**config.mk**
```make
export PLATFORM = sky130hd
export DESIGN_NAME = tone_mixer_flat
export DESIGN_NICKNAME = d
export VERILOG_FILES = /design/src/rtl/tone_pkg.sv /design/src/rtl/tone_mixer_if.sv /design/src/rtl/tone_voice.sv /design/src/rtl/tone_mixer.sv /design/src/flat_wrapper.sv
export SDC_FILE = /design/constraint.sdc
export NUM_CORES = 1
export LEC_CHECK = 0
export CAP_MARGIN = 30
export CELL_PAD_IN_SITES_DETAIL_PLACEMENT = 1
export CELL_PAD_IN_SITES_GLOBAL_PLACEMENT = 2
export CORE_MARGIN = 5
export CORE_UTILIZATION = 43
export CTS_BUF_LIST = sky130_fd_sc_hd__clkbuf_4 sky130_fd_sc_hd__clkbuf_8
export DETAILED_ROUTE_END_ITERATION = 12
export GPL_ROUTABILITY_DRIVEN = 1
export PLACE_DENSITY = 0.91
export SETUP_SLACK_MARGIN = 0.3
export SLEW_MARGIN = 10
export SYNTH_ARGS = -nofsm -noshare
export SYNTH_HDL_FRONTEND = slang
export SYNTH_SLANG_ARGS = --single-unit
```
**constraint.sdc**
```tcl
create_clock -name clk -period 11.8 [get_ports clk]
set_input_delay 2.95 -clock clk [delete_from_list [all_inputs] [get_ports clk]]
set_output_delay 2.95 -clock clk [all_outputs]
set_load 0.05 [all_outputs]
```
**src/rtl/tone_pkg.sv**
```systemverilog
// Shared constants and types for the multi-voice tone generator.
package tone_pkg;

  localparam int unsigned DEF_CLK_HZ  = 25_000_000;
  localparam int unsigned DEF_TICK_HZ = 1000;
  localparam int unsigned TICK_DIV    = DEF_CLK_HZ / DEF_TICK_HZ;

  // Wide enough for any supported DIV_W/DUR_W; voices truncate to their own widths.
  localparam int unsigned NOTE_W = 32;

  typedef struct packed {
    logic [NOTE_W-1:0] half;
    logic [NOTE_W-1:0] dur;
  } note_t;

  typedef enum logic {
    V_IDLE,
    V_PLAY
  } voice_state_t;

  function automatic int unsigned tick_div(input int unsigned clk_hz, input int unsigned tick_hz);
    return clk_hz / tick_hz;
  endfunction

endpackage

```
**src/rtl/tone_mixer_if.sv**
```systemverilog
// Valid/ready command port carrying a voice index, half-period and duration.
interface tone_mixer_if #(
  parameter int unsigned CHANNELS = 2,
  parameter int unsigned DIV_W    = 16,
  parameter int unsigned DUR_W    = 16
);
  localparam int unsigned CH_W = (CHANNELS > 1) ? $clog2(CHANNELS) : 1;

  logic             cmd_valid;
  logic             cmd_ready;
  logic [CH_W-1:0]  cmd_chan;
  logic [DIV_W-1:0] cmd_half;
  logic [DUR_W-1:0] cmd_dur;

  modport master (output cmd_valid, output cmd_chan, output cmd_half, output cmd_dur,
                  input  cmd_ready);
  modport slave  (input  cmd_valid, input  cmd_chan, input  cmd_half, input  cmd_dur,
                  output cmd_ready);
endinterface

```
**src/rtl/tone_voice.sv**
```systemverilog
// One square-wave voice: current note, single pending slot, half-period divider
// and tick-based duration counter.
module tone_voice
  import tone_pkg::*;
#(
  parameter int unsigned DIV_W = 16,
  parameter int unsigned DUR_W = 16
) (
  input  logic  clk,
  input  logic  rst,
  input  logic  i_tick,
  input  logic  i_load,
  input  note_t i_note,
  output logic  o_busy,
  output logic  o_tone,
  output logic  o_pend
);

  voice_state_t     r_state;
  logic [DIV_W-1:0] r_half;
  logic [DIV_W-1:0] r_div;
  logic             r_phase;
  logic [DUR_W-1:0] r_rem;
  logic             r_pend_v;
  logic [DIV_W-1:0] r_pend_half;
  logic [DUR_W-1:0] r_pend_dur;

  logic [DIV_W-1:0] w_half;
  logic [DUR_W-1:0] w_dur;
  logic             w_play;
  logic             w_inf;
  logic             w_end;
  logic             w_start;

  assign w_half = DIV_W'(i_note.half);
  assign w_dur  = DUR_W'(i_note.dur);
  assign w_play = (r_state == V_PLAY);
  // A finite note never lets remaining reach 0, so 0 while playing means infinite.
  assign w_inf  = (r_rem == '0);
  assign w_end  = w_play && i_tick && (r_rem == DUR_W'(1));
  // A load coinciding with a note end sees the voice as already idle.
  assign w_start = i_load && (!w_play || w_end || w_inf);

  always_ff @(posedge clk or posedge rst) begin
    if (rst) begin
      r_state     <= V_IDLE;
      r_half      <= '0;
      r_div       <= '0;
      r_phase     <= 1'b0;
      r_rem       <= '0;
      r_pend_v    <= 1'b0;
      r_pend_half <= '0;
      r_pend_dur  <= '0;
    end else if (w_start) begin
      r_state <= V_PLAY;
      r_half  <= w_half;
      r_div   <= (w_half == '0) ? '0 : w_half - 1'b1;
      r_phase <= 1'b0;
      r_rem   <= w_dur;
    end else if (w_end) begin
      if (r_pend_v) begin
        r_half   <= r_pend_half;
        r_div    <= (r_pend_half == '0) ? '0 : r_pend_half - 1'b1;
        r_phase  <= 1'b0;
        r_rem    <= r_pend_dur;
        r_pend_v <= 1'b0;
      end else begin
        r_state <= V_IDLE;
        r_div   <= '0;
        r_phase <= 1'b0;
      end
    end else begin
      if (i_load) begin
        r_pend_v    <= 1'b1;
        r_pend_half <= w_half;
        r_pend_dur  <= w_dur;
      end
      if (w_play) begin
        if (r_half == '0) begin
          r_div   <= '0;
          r_phase <= 1'b0;
        end else if (r_div == '0) begin
          r_div   <= r_half - 1'b1;
          r_phase <= ~r_phase;
        end else begin
          r_div <= r_div - 1'b1;
        end
        if (i_tick && !w_inf) r_rem <= r_rem - 1'b1;
      end
    end
  end

  assign o_busy = w_play;
  assign o_tone = r_phase & w_play;
  assign o_pend = r_pend_v;

endmodule

```
**src/rtl/tone_mixer.sv**
```systemverilog
// Multi-voice square-wave generator mixed by a first-order sigma-delta
// modulator onto a complementary speaker pair.
module tone_mixer
  import tone_pkg::*;
#(
  parameter int unsigned CLK_HZ   = DEF_CLK_HZ,
  parameter int unsigned TICK_HZ  = DEF_TICK_HZ,
  parameter int unsigned CHANNELS = 2,
  parameter int unsigned DIV_W    = 16,
  parameter int unsigned DUR_W    = 16
) (
  input  logic                clk,
  input  logic                rst,
  tone_mixer_if.slave         cmd,
  output logic [CHANNELS-1:0] busy,
  output logic [CHANNELS-1:0] tone,
  output logic                spkp,
  output logic                spkm
);

  localparam int unsigned TDIV = tick_div(CLK_HZ, TICK_HZ);
  localparam int unsigned PW   = (TDIV > 1) ? $clog2(TDIV) : 1;
  localparam int unsigned CH_W = (CHANNELS > 1) ? $clog2(CHANNELS) : 1;
  localparam int unsigned AW   = $clog2(CHANNELS) + 1;

  logic [PW-1:0]       r_presc;
  logic                w_tick;
  logic [CHANNELS-1:0] w_pend;
  logic [CHANNELS-1:0] w_load;
  logic                w_ready;
  note_t               w_note;
  logic [AW-1:0]       r_acc;
  logic [AW:0]         w_sum;
  logic                r_spkp;
  logic                r_spkm;

  assign w_tick = (r_presc == '0);

  always_ff @(posedge clk or posedge rst) begin
    if (rst) r_presc <= PW'(TDIV - 1);
    else     r_presc <= w_tick ? PW'(TDIV - 1) : r_presc - 1'b1;
  end

  // Out-of-range channels match no voice: ready stays high and the command drops.
  always_comb begin
    w_ready = 1'b1;
    w_load  = '0;
    for (int unsigned i = 0; i < CHANNELS; i++) begin
      if (cmd.cmd_chan == CH_W'(i)) begin
        w_ready   = !w_pend[i];
        w_load[i] = cmd.cmd_valid && !w_pend[i];
      end
    end
  end

  assign cmd.cmd_ready = w_ready;
  assign w_note = '{half: NOTE_W'(cmd.cmd_half), dur: NOTE_W'(cmd.cmd_dur)};

  for (genvar g = 0; g < CHANNELS; g++) begin : g_voice
    tone_voice #(
      .DIV_W(DIV_W),
      .DUR_W(DUR_W)
    ) u_voice (
      .clk    (clk),
      .rst    (rst),
      .i_tick (w_tick),
      .i_load (w_load[g]),
      .i_note (w_note),
      .o_busy (busy[g]),
      .o_tone (tone[g]),
      .o_pend (w_pend[g])
    );
  end

  always_comb begin
    w_sum = {1'b0, r_acc};
    for (int unsigned i = 0; i < CHANNELS; i++) begin
      w_sum = w_sum + (AW+1)'(tone[i]);
    end
  end

  // Both speaker legs idle low with no voice active so no DC crosses the speaker.
  always_ff @(posedge clk or posedge rst) begin
    if (rst) begin
      r_acc  <= '0;
      r_spkp <= 1'b0;
      r_spkm <= 1'b0;
    end else if (!(|busy)) begin
      r_acc  <= '0;
      r_spkp <= 1'b0;
      r_spkm <= 1'b0;
    end else if (w_sum >= (AW+1)'(CHANNELS)) begin
      r_acc  <= AW'(w_sum - (AW+1)'(CHANNELS));
      r_spkp <= 1'b1;
      r_spkm <= 1'b0;
    end else begin
      r_acc  <= AW'(w_sum);
      r_spkp <= 1'b0;
      r_spkm <= 1'b1;
    end
  end

  assign spkp = r_spkp;
  assign spkm = r_spkm;

endmodule

```
**src/flat_wrapper.sv**
```systemverilog
// flat-port wrapper written by rule: the top's interface ports become plain ports
module tone_mixer_flat import tone_pkg::*;
#(
  parameter int unsigned CLK_HZ   = DEF_CLK_HZ,
  parameter int unsigned TICK_HZ  = DEF_TICK_HZ,
  parameter int unsigned CHANNELS = 2,
  parameter int unsigned DIV_W    = 16,
  parameter int unsigned DUR_W    = 16
)
  (clk, rst, busy, tone, spkp, spkm, cmd_cmd_valid, cmd_cmd_chan, cmd_cmd_half, cmd_cmd_dur, cmd_cmd_ready);
  tone_mixer_if #(.CHANNELS(CHANNELS), .DIV_W(DIV_W), .DUR_W(DUR_W)) cmd_i ();
  input  logic clk;
  input  logic rst;
  output logic [CHANNELS-1:0] busy;
  output logic [CHANNELS-1:0] tone;
  output logic spkp;
  output logic spkm;
  input wire logic [$bits(cmd_i.cmd_valid)-1:0] cmd_cmd_valid;
  input wire logic [$bits(cmd_i.cmd_chan)-1:0] cmd_cmd_chan;
  input wire logic [$bits(cmd_i.cmd_half)-1:0] cmd_cmd_half;
  input wire logic [$bits(cmd_i.cmd_dur)-1:0] cmd_cmd_dur;
  output wire logic [$bits(cmd_i.cmd_ready)-1:0] cmd_cmd_ready;
  assign cmd_i.cmd_valid = cmd_cmd_valid;
  assign cmd_i.cmd_chan = cmd_cmd_chan;
  assign cmd_i.cmd_half = cmd_cmd_half;
  assign cmd_i.cmd_dur = cmd_cmd_dur;
  assign cmd_cmd_ready = cmd_i.cmd_ready;
  tone_mixer #(.CLK_HZ(CLK_HZ), .TICK_HZ(TICK_HZ), .CHANNELS(CHANNELS), .DIV_W(DIV_W), .DUR_W(DUR_W)) u_core (.clk(clk), .rst(rst), .cmd(cmd_i), .busy(busy), .tone(tone), .spkp(spkp), .spkm(spkm));
endmodule
```
==> results.py, run 1 <==
metrics = {
    "clocking": {
        "cts_max_level": 4,
        "holdBufCountCts": 0,
        "post_cts_buffers": 0,
        "cts_tree": "yes",
        "clkTransAtPathRegs_ns": 0.11,
        "cts_buffers": 17,
        "cts_resized": 0,
        "cts.sink_count": 185,
        "clk_latency_ns": 0.48,
        "cts-root-buf": "clkbuf_8",
        "cts.path.max_buffers": 2,
    },
    "worst_hold_path": {
        "hp-start": "u_core.r_presc[0]",
        "whs_endpoint": "u_core.r_presc[0]",
        "min-delay-path-class": "flop to flop",
        "min_path_cells": 1,
    },
    "drt": {
        "drcViolationCount": 0,
        "drt_iter0_markers": 772,
        "routed_wl_um": 35400,
        "dr.pass1.iters": 5,
        "wl_per_cell_um": 21.4,
        "vias": 10000,
        "routed_via_density": 6.06,
        "ant_nets": 0,
    },
    "timing": {
        "tightest_slew_ns": 0.955,
        "timing.final.crit_share_pct": 63.3,
        "fin_crit_ns": 7.47,
        "setup_violations": 0,
        "finalHoldViolCount": 0,
        "max_freq_mhz": 134,
        "tns_ns": 0,
        "final_max_slew_viol_count": 0,
        "fin_hold_ws_ns": 0.479,
        "slew_headroom_pct": 35.7,
        "rsz0062_at_grt": "no",
        "fin_skew_ns": 0.0227,
    },
    "synth": {
        "synth_area_mm2": 0.0115,
        "synth_edf_count": 0,
        "synth_cell_types": 79,
        "synth_area_per_cell_um2": 8.84,
        "ys_warn_count": 0,
        "synth-main-ff-cell": "dfrtp_1",
        "synth.ff_latch_count": 185,
        "ys_seq_area_share_pct": 40.3,
        "netlist_instances": 1303,
        "async_flop_share_pct": 100,
        "synth_nets": 1357,
    },
    "global_route": {
        "grt_max_degree": 114,
        "grt_pass1_vias": 10300,
        "track_usage_pct": 23.5,
        "grt_overflow": 0,
        "grt_pass1_wl_um": 57900,
        "antenna_found_initial": 0,
    },
    "worst_setup_path": {
        "worstPathRequired_ns": 8.85,
        "r2r-end": "u_core.g_voice[0].u_voice.r_pend_half[3]",
        "r2r-start": "u_core.r_presc[11]",
        "crit_top_cell": "clkdlybuf4s50_1",
        "startpoint_type": "input port",
        "r2r_cells": 6,
        "path_buf_inv": 2,
        "crit_family": "buffers and inverters",
        "worstSetupEndpointType": "primary output",
        "crit_fanout": 4,
        "crit_chain": "clkdlybuf4s50_1 > mux2i_1 > clkdlybuf4s50_1",
        "crit_type": "input port to primary output",
        "slowest_stage": "clkdlybuf4s50_1",
        "cp_slowest_stage_delay_ns": 0.82,
        "crit_arrival_ns": 4.52,
        "rrSetupSlack_ns": 7.58,
    },
    "placement": {
        "place_inst": 1620,
        "place_congestion": 0.864,
        "portBuffers": 42,
        "dp_hpwl_um": 25400,
    },
    "layout": {
        "final_core_utilization_pct": 47.9,
        "n_antenna_cell": 0,
        "layoutNonFillerInstCount": 1655,
        "fin_nets": 1361,
        "area_delta_synth_final_pct": 9.14,
        "drive_gt1_share_pct": 11.4,
    },
    "floorplanning": {
        "top_level_ports": 43,
        "start_util_pct": 43.9,
        "die_x_um": 174,
        "fp-row-count": 59,
        "dieArea_mm2": 0.0301,
        "die_height_um": 174,
        "core_area_mm2": 0.0262,
    },
    "outcome": {
        "status": "finished, final reports clean",
    },
    "power_and_ir_drop": {
        "leakage_nw": 5.20,
        "p_per_area_mw_per_mm2": 154,
        "ir_drop_mv": 0.0630,
    },
    "job": {
        "drv_cap": 0,
    },
}
-- where the power goes --
part	leakage [nW]	internal (mW)	total, mW	switching (mW)
registers	2.28	0.767	0.942	0.174
logic	2.74	0.273	0.585	0.311
clock network	0.178	0.159	0.409	0.250
total	5.20	1.20	1.94	0.736
-- metrics by stage --
stage               setup WS [ns]  instance area, um^2  power [mW]
global placement             4.36                12200        1.49
global route                 4.27                12600        2.06
floorplan                    3.83                11500        1.33
finish                       4.33                12600        1.94
CTS                          4.32                12500        1.94
detailed placement           4.32                12200        1.53
-- worst reg2reg max path, stage by stage, from the launching register on --
cell and delay (ns):
dfrtp_1 0.44, nor4_1 0.82, nand4_1 0.75, or4_4 0.87, nand4_2 0.35, buf_4 0.46, mux2_2 0.40
-- final cells by class --
cell class              instances  area [um^2]
clock buffers                  20          263
clock inverters                12         90.1
fillers                      3058        13600
inverters                      30          120
multi-input cells            1010         6430
flip-flops and latches        185         4640
well taps                     335          419
repair buffers                 63          603
-- cell usage in the layout, fill, tap and decap left out, types with 7 or more instances in the layout --
master             n
o31ai_1           10
nor3_1            40
o22ai_1           21
a21oi_1           88
nor4_1            33
o211ai_1          14
clkdlybuf4s50_1   42
nor3b_1            7
nand3b_1           8
nand3_1           17
dfstp_2            8
inv_1             28
and3_1             8
o221ai_1           8
nand2_1          145
clkbuf_8          18
a211oi_1          21
a31oi_1           16
ha_1              17
nor2_1           137
xnor2_1           34
or4_1             11
nand4_1            7
dfrtp_1          177
or3_1             17
mux2_2            62
buf_4             18
xor2_1            41
o21ai_0          100
mux2i_1           37
a221oi_1           8
-- logic make-up (layout without fill, tap and decap cells) --
kind of cell | count (synthesis) | after routing | share of synthesized area [%]
simple gates | 479 | 479 | 20.5
compound gates | 339 | 339 | 18.3
flops | 185 | 185 | 40.3
buf+inv | 108 | 125 | 3.97
mux | 99 | 99 | 9.28
xor+xnor | 75 | 75 | 5.71
fa+ha+maj | 18 | 18 | 2.02
-- per-layer routing --
| metal | global-route usage [%] | share of wire, % | wire length (um) |
|---|---|---|---|
| met5 | 0 | 0 | 0 |
| met2 | 37.7 | 46 | 16400 |
| met3 | 3.12 | 3.3 | 1180 |
| met4 | 4.85 | 1.3 | 444 |
| met1 | 34.3 | 49 | 17400 |
-- synth_stat cells (8+ instances only) --
cell	number	area share, %
o21ai_0	101	4.4
dfrtp_1	177	38
nand2_1	145	4.7
a31oi_1	16	0.87
a21oi_1	89	3.9
mux2_2	62	6.1
buf_2	14	0.61
a221oi_1	8	0.61
clkbuf_1	55	1.8
o31ai_1	10	0.65
nor4_1	33	1.8
nor2_1	137	4.5
o22ai_1	21	1.1
mux2i_1	37	3.2
xnor2_1	34	2.6
a211oi_1	21	1.4
nor3_1	40	1.7
or4_1	11	0.72
o211ai_1	14	0.91
nand3b_1	8	0.52
and3_1	9	0.49
xor2_1	41	3.1
or3_1	17	0.92
inv_1	29	0.95
o221ai_1	8	0.61
dfstp_2	8	1.8
nand3_1	18	0.78
ha_1	17	1.8
-- state kept, by name, indices dropped and copies added, names as in the netlist --
name and flops:
u_core.spkm 1, u_core.g_voice.u_voice.r_div 32, u_core.g_voice.u_voice.r_phase 2, u_core.g_voice.u_voice.r_half 32
u_core.g_voice.u_voice.r_rem 32, u_core.r_presc 15, u_core.r_acc 2, u_core.g_voice.u_voice.r_pend_half 32
u_core.g_voice.u_voice.r_pend_dur 32, u_core.g_voice.u_voice.o_busy 2, u_core.g_voice.u_voice.o_pend 2, u_core.spkp 1
-- worst max path at each step --
stage / from / cells after the start / slack, ns / end
6_report: cmd_cmd_chan / 3 / 4.33 / cmd_cmd_ready
5_1_grt: cmd_cmd_chan / 3 / 4.27 / cmd_cmd_ready
4_1_cts: cmd_cmd_chan / 3 / 4.32 / cmd_cmd_ready
3_5_place_dp: cmd_cmd_chan / 3 / 4.32 / cmd_cmd_ready
3_3_place_gp: cmd_cmd_chan / 3 / 4.36 / cmd_cmd_ready
2_1_floorplan: rst / 1 / 3.83 / u_core.g_voice[0].u_voice.o_busy
No activity file was read; power rests on OpenSTA's default activity.
==> inputs of run 2 (changes only) <==
--- a/config.mk
+++ b/config.mk
@@ -9,11 +9,11 @@
 export CELL_PAD_IN_SITES_DETAIL_PLACEMENT = 1
 export CELL_PAD_IN_SITES_GLOBAL_PLACEMENT = 2
 export CORE_MARGIN = 5
-export CORE_UTILIZATION = 43
+export CORE_UTILIZATION = 40
 export CTS_BUF_LIST = sky130_fd_sc_hd__clkbuf_4 sky130_fd_sc_hd__clkbuf_8
 export DETAILED_ROUTE_END_ITERATION = 12
 export GPL_ROUTABILITY_DRIVEN = 1
-export PLACE_DENSITY = 0.91
+export PLACE_DENSITY = 0.85
 export SETUP_SLACK_MARGIN = 0.3
 export SLEW_MARGIN = 10
 export SYNTH_ARGS = -nofsm -noshare
==> constraint.sdc (replaced) <==
create_clock -name clk -period 7.05 [get_ports clk]
set_input_delay 1.7625 -clock clk [delete_from_list [all_inputs] [get_ports clk]]
set_output_delay 1.7625 -clock clk [all_outputs]
set_load 0.05 [all_outputs]
==> results.py, run 2 (same netlist as run 1, synthesis figures left out) <==
metrics = {
    "outcome": {
        "status": "finished, final reports clean",
    },
    "floorplanning": {
        "fp-row-count": 62,
        "core_area_mm2": 0.0285,
        "die_x_um": 180,
        "top_level_ports": 43,
        "die_height_um": 180,
        "dieArea_mm2": 0.0323,
        "start_util_pct": 40.3,
    },
    "drt": {
        "ant_nets": 0,
        "met3_length_um": 1140,
        "routed_via_density": 5.93,
        "vias": 10100,
        "drcViolationCount": 0,
        "dr.pass1.iters": 5,
        "m1WireLength_um": 17600,
        "routed_wl_um": 35400,
        "drt_iter0_markers": 786,
        "dr_wl_met2_um": 16300,
        "wl_per_cell_um": 20.8,
        "top_layer": "met4",
    },
    "layout": {
        "mostFrequentLayoutCells": "dfrtp_1, nand2_1, nor2_1",
        "area_delta_synth_final_pct": 9.93,
        "nFillCells": 3376,
        "fin_nets": 1361,
        "final_common_cell": "dfrtp_1",
        "n_antenna_cell": 0,
        "drive_gt1_share_pct": 11.4,
        "final_core_utilization_pct": 44.3,
    },
    "worst_setup_path": {
        "worstPathRequired_ns": 5.29,
        "crit_type": "input port to primary output",
        "crit_arrival_ns": 3.34,
        "worstSetupEndpointType": "primary output",
        "startpoint_type": "input port",
        "crit_fanout": 4,
    },
    "placement": {
        "portBuffers": 42,
        "dp_hpwl_um": 25600,
        "pre_cts_slack_ns": 1.94,
        "place_congestion": 0.889,
    },
    "clocking": {
        "cts.path.max_buffers": 2,
        "clk_latency_ns": 0.51,
        "post_cts_buffers": 0,
        "cts_tree": "yes",
        "holdBufCountCts": 0,
        "clkTransAtPathRegs_ns": 0.10,
        "cts_buffers": 17,
        "cts-root-buf": "clkbuf_8",
        "cts_resized": 0,
        "cts.sink_count": 185,
        "cts_max_level": 4,
    },
    "global_route": {
        "grt_pass1_vias": 10300,
        "grt_pass1_wl_um": 57700,
        "antenna_found_initial": 0,
        "grt_overflow": 0,
        "grt_max_degree": 131,
        "track_usage_pct": 21.9,
    },
    "timing": {
        "timing.final.crit_share_pct": 72.4,
        "slew_headroom_pct": 34.4,
        "tightest_slew_ns": 0.975,
        "rsz0062_at_grt": "no",
        "tns_ns": 0,
        "fin_skew_ns": 0.0282,
        "fin_ws_ns": 1.94,
        "setup_violations": 0,
        "fin_crit_ns": 5.11,
        "max_freq_mhz": 196,
        "final_max_slew_viol_count": 0,
        "finalHoldViolCount": 0,
    },
    "power_and_ir_drop": {
        "leakage_nw": 5.21,
        "ir_drop_mv": 0.105,
        "p_per_area_mw_per_mm2": 259,
    },
    "worst_hold_path": {
        "min-delay-path-class": "flop to flop",
    },
    "job": {
        "drv_cap": 0,
    },
}
-- run 2: changes by cell type in the layout (fill, tap and decap cells not counted), moves of 2 or more --
cell / change
inv_8: +3
buf_2: +2
clkinv_2: -3
clkinv_4: +2
clkinv_8: +3
clkinvlp_4: -2
-- run 2: layer usage --
| layer | vias up | GRT usage, % |
|---|---|---|
| met1 | 5121 | 32.8 |
| li1 | 4758 | - |
| met5 | - | 0 |
| met4 | 0 | 4.54 |
| met3 | 31 | 2.73 |
| met2 | 188 | 34.1 |
-- run 2: where the power goes --
part,internal [mW],switching [mW]
combinational,0.455,0.515
sequential,1.28,0.291
clock,0.273,0.466
total,2.01,1.27
-- run 2: final timing paths --
kind	from	to	slack (ns)	cells after the start
worst max-delay path	cmd_cmd_chan	cmd_cmd_ready	1.94	3
worst min-delay path	u_core.r_presc[0]	u_core.r_presc[0]	0.47	1
worst max register to register	u_core.r_presc[10]	u_core.g_voice[0].u_voice.r_pend_half[2]	2.91	6
worst min register to register	u_core.r_presc[0]	u_core.r_presc[0]	0.47	1
max in group asynchronous	rst	u_core.g_voice[0].u_voice.r_pend_dur[6]	4.66	3
min in group asynchronous	rst	u_core.r_presc[11]	1.78	3
-- run 2: through the flow --
step	total power [mW]	cell area, um^2	hold slack, ns	instances
after CTS	3.31	12700	0.476	1703
after global placement	2.51	12200	0.448	1669
after floorplan	2.23	11500	0.436	1303
final	3.28	12700	0.472	1704
after detailed placement	2.56	12300	0.451	1671
after global routing	3.51	12700	0.485	1704
-- run 2: cell type report --
| type | instances | area (um^2) | share of cell area [%] |
|---|---|---|---|
| clock buffers | 18 | 241 | 1.91 |
| clock inverters | 14 | 155 | 1.23 |
| inverters | 30 | 116 | 0.919 |
| multi-input cells | 1010 | 6430 | 50.8 |
| flip-flops and latches | 185 | 4640 | 36.7 |
| well taps | 384 | 480 | 3.80 |
| repair buffers | 63 | 593 | 4.69 |
-- run 2: worst max-delay path: stages --
cell	delay [ns]
clkdlybuf4s50_1	0.54
mux2i_1	0.21
clkdlybuf4s50_1	0.82
==> inputs of run 3 (changes only) <==
==> constraint.sdc (replaced) <==
create_clock -name clk -period 4.8 [get_ports clk]
set_input_delay 1.2 -clock clk [delete_from_list [all_inputs] [get_ports clk]]
set_output_delay 1.2 -clock clk [all_outputs]
set_load 0.05 [all_outputs]
==> results.py, run 3 (same netlist as run 1, synthesis figures left out) <==
metrics = {
    "worst_setup_path": {
        "crit_fanout": 4,
        "r2r-end": "u_core.g_voice[0].u_voice.r_pend_dur[4]",
        "crit_type": "input port to primary output",
        "crit_start": "cmd_cmd_chan",
        "rrSetupSlack_ns": 1.08,
        "worstSetupEndpointType": "primary output",
        "startpoint_type": "input port",
        "r2r_cells": 6,
        "worstPathRequired_ns": 3.60,
        "r2r-start": "u_core.r_presc[11]",
        "crit_arrival_ns": 2.77,
    },
    "timing": {
        "fin_crit_ns": 3.97,
        "tns_ns": 0,
        "max_freq_mhz": 252,
        "fin_ws_ns": 0.827,
        "setup_violations": 0,
        "slew_headroom_pct": 31.3,
        "tightest_slew_ns": 1.02,
        "fin_skew_ns": 0.0286,
        "final_max_slew_viol_count": 0,
        "timing.final.crit_share_pct": 82.8,
        "fin_hold_ws_ns": 0.472,
        "rsz0062_at_grt": "no",
        "finalHoldViolCount": 0,
    },
    "clocking": {
        "cts_resized": 0,
        "cts_max_level": 4,
        "post_cts_buffers": 0,
        "cts.sink_count": 185,
        "cts_buffers": 17,
        "cts-root-buf": "clkbuf_8",
        "cts.path.max_buffers": 2,
        "cts_tree": "yes",
        "clk_latency_ns": 0.49,
        "holdBufCountCts": 0,
        "clkTransAtPathRegs_ns": 0.11,
    },
    "floorplanning": {
        "core_area_mm2": 0.0285,
        "top_level_ports": 43,
        "die_x_um": 180,
        "dieArea_mm2": 0.0323,
        "start_util_pct": 40.3,
        "fp-row-count": 62,
        "die_height_um": 180,
    },
    "drt": {
        "dr.pass1.iters": 8,
        "ant_nets": 0,
        "drcViolationCount": 0,
        "drt_iter0_markers": 701,
        "vias": 10100,
        "routed_wl_um": 36200,
        "wl_per_cell_um": 21.1,
        "routed_via_density": 5.88,
    },
    "worst_hold_path": {
        "min-delay-path-class": "flop to flop",
        "hp-start": "u_core.r_presc[0]",
        "whs_endpoint": "u_core.r_presc[0]",
        "min_path_cells": 1,
    },
    "layout": {
        "area_delta_synth_final_pct": 10.7,
        "fin_nets": 1372,
        "nFillCells": 3403,
        "mostFrequentLayoutCells": "dfrtp_1, nand2_1, nor2_1",
        "final_common_cell": "dfrtp_1",
        "drive_gt1_share_pct": 12.1,
        "layoutNonFillerInstCount": 1716,
        "postLayoutCellArea_mm2": 0.0127,
    },
    "power_and_ir_drop": {
        "leakage_nw": 5.26,
        "p_per_area_mw_per_mm2": 380,
        "ir_drop_mv": 0.178,
    },
    "global_route": {
        "grt_max_degree": 92,
        "grt_pass1_wl_um": 58700,
        "antenna_found_initial": 1,
        "grt_overflow": 0,
        "track_usage_pct": 22.2,
        "grt_pass1_vias": 10300,
    },
    "outcome": {
        "status": "finished, final reports clean",
    },
    "placement": {
        "place_congestion": 0.894,
        "place_area_mm2": 0.0123,
        "pre_cts_slack_ns": 0.802,
        "dp_hpwl_um": 26600,
        "portBuffers": 42,
        "place_inst": 1683,
    },
    "job": {
        "drv_cap": 0,
    },
}
[run 3: cell type report]
class	instances	area, um^2	area share [%]
well taps	384	480	3.77
multi-input cells	1010	6430	50.5
flip-flops and latches	185	4640	36.4
clock buffers	18	241	1.90
diodes	1	2.50	0.0196
inverters	30	116	0.913
clock inverters	14	149	1.17
repair buffers	74	681	5.34
[run 3: critical path, cell delays in order]
cell	delay, ns
clkdlybuf4s50_1	0.55
mux2i_1	0.20
clkdlybuf4s50_1	0.82
[run 3: power breakdown]
part           internal, mW  total, mW  switching [mW]
Sequential             1.89       2.34           0.451
Clock                 0.399       1.08           0.678
Combinational         0.672       1.43           0.757
[run 3: per-stage QoR]
| stage | utilization (%) | power (mW) |
|---|---|---|
| 6_report | 44.6 | 4.84 |
| 3_3_place_gp | 43.2 | 3.70 |
| 4_1_cts | 44.6 | 4.86 |
| 2_1_floorplan | - | 3.28 |
| 5_1_grt | 44.6 | 5.15 |
| 3_5_place_dp | 43.3 | 3.77 |
[run 3: worst max path at each step]
stage                                     endpoint  slack [ns]  cells after the start
4_1_cts                              cmd_cmd_ready        0.82                      3
2_1_floorplan     u_core.g_voice[0].u_voice.o_busy        1.23                      1
6_report                             cmd_cmd_ready        0.83                      3
5_1_grt                              cmd_cmd_ready        0.77                      3
3_5_place_dp   u_core.g_voice[0].u_voice.r_div[15]        0.80                      9
3_3_place_gp                         cmd_cmd_ready        0.85                      3
[run 3: metal layers]
layer  GRT usage (%)  vias to the layer above  wire, um
met5               0                        -         0
met4            4.24                        0       389
met3            2.95                       21      1190
met2            34.5                      216     16200
met1            33.4                     5094     18400
li1                -                     4764         -
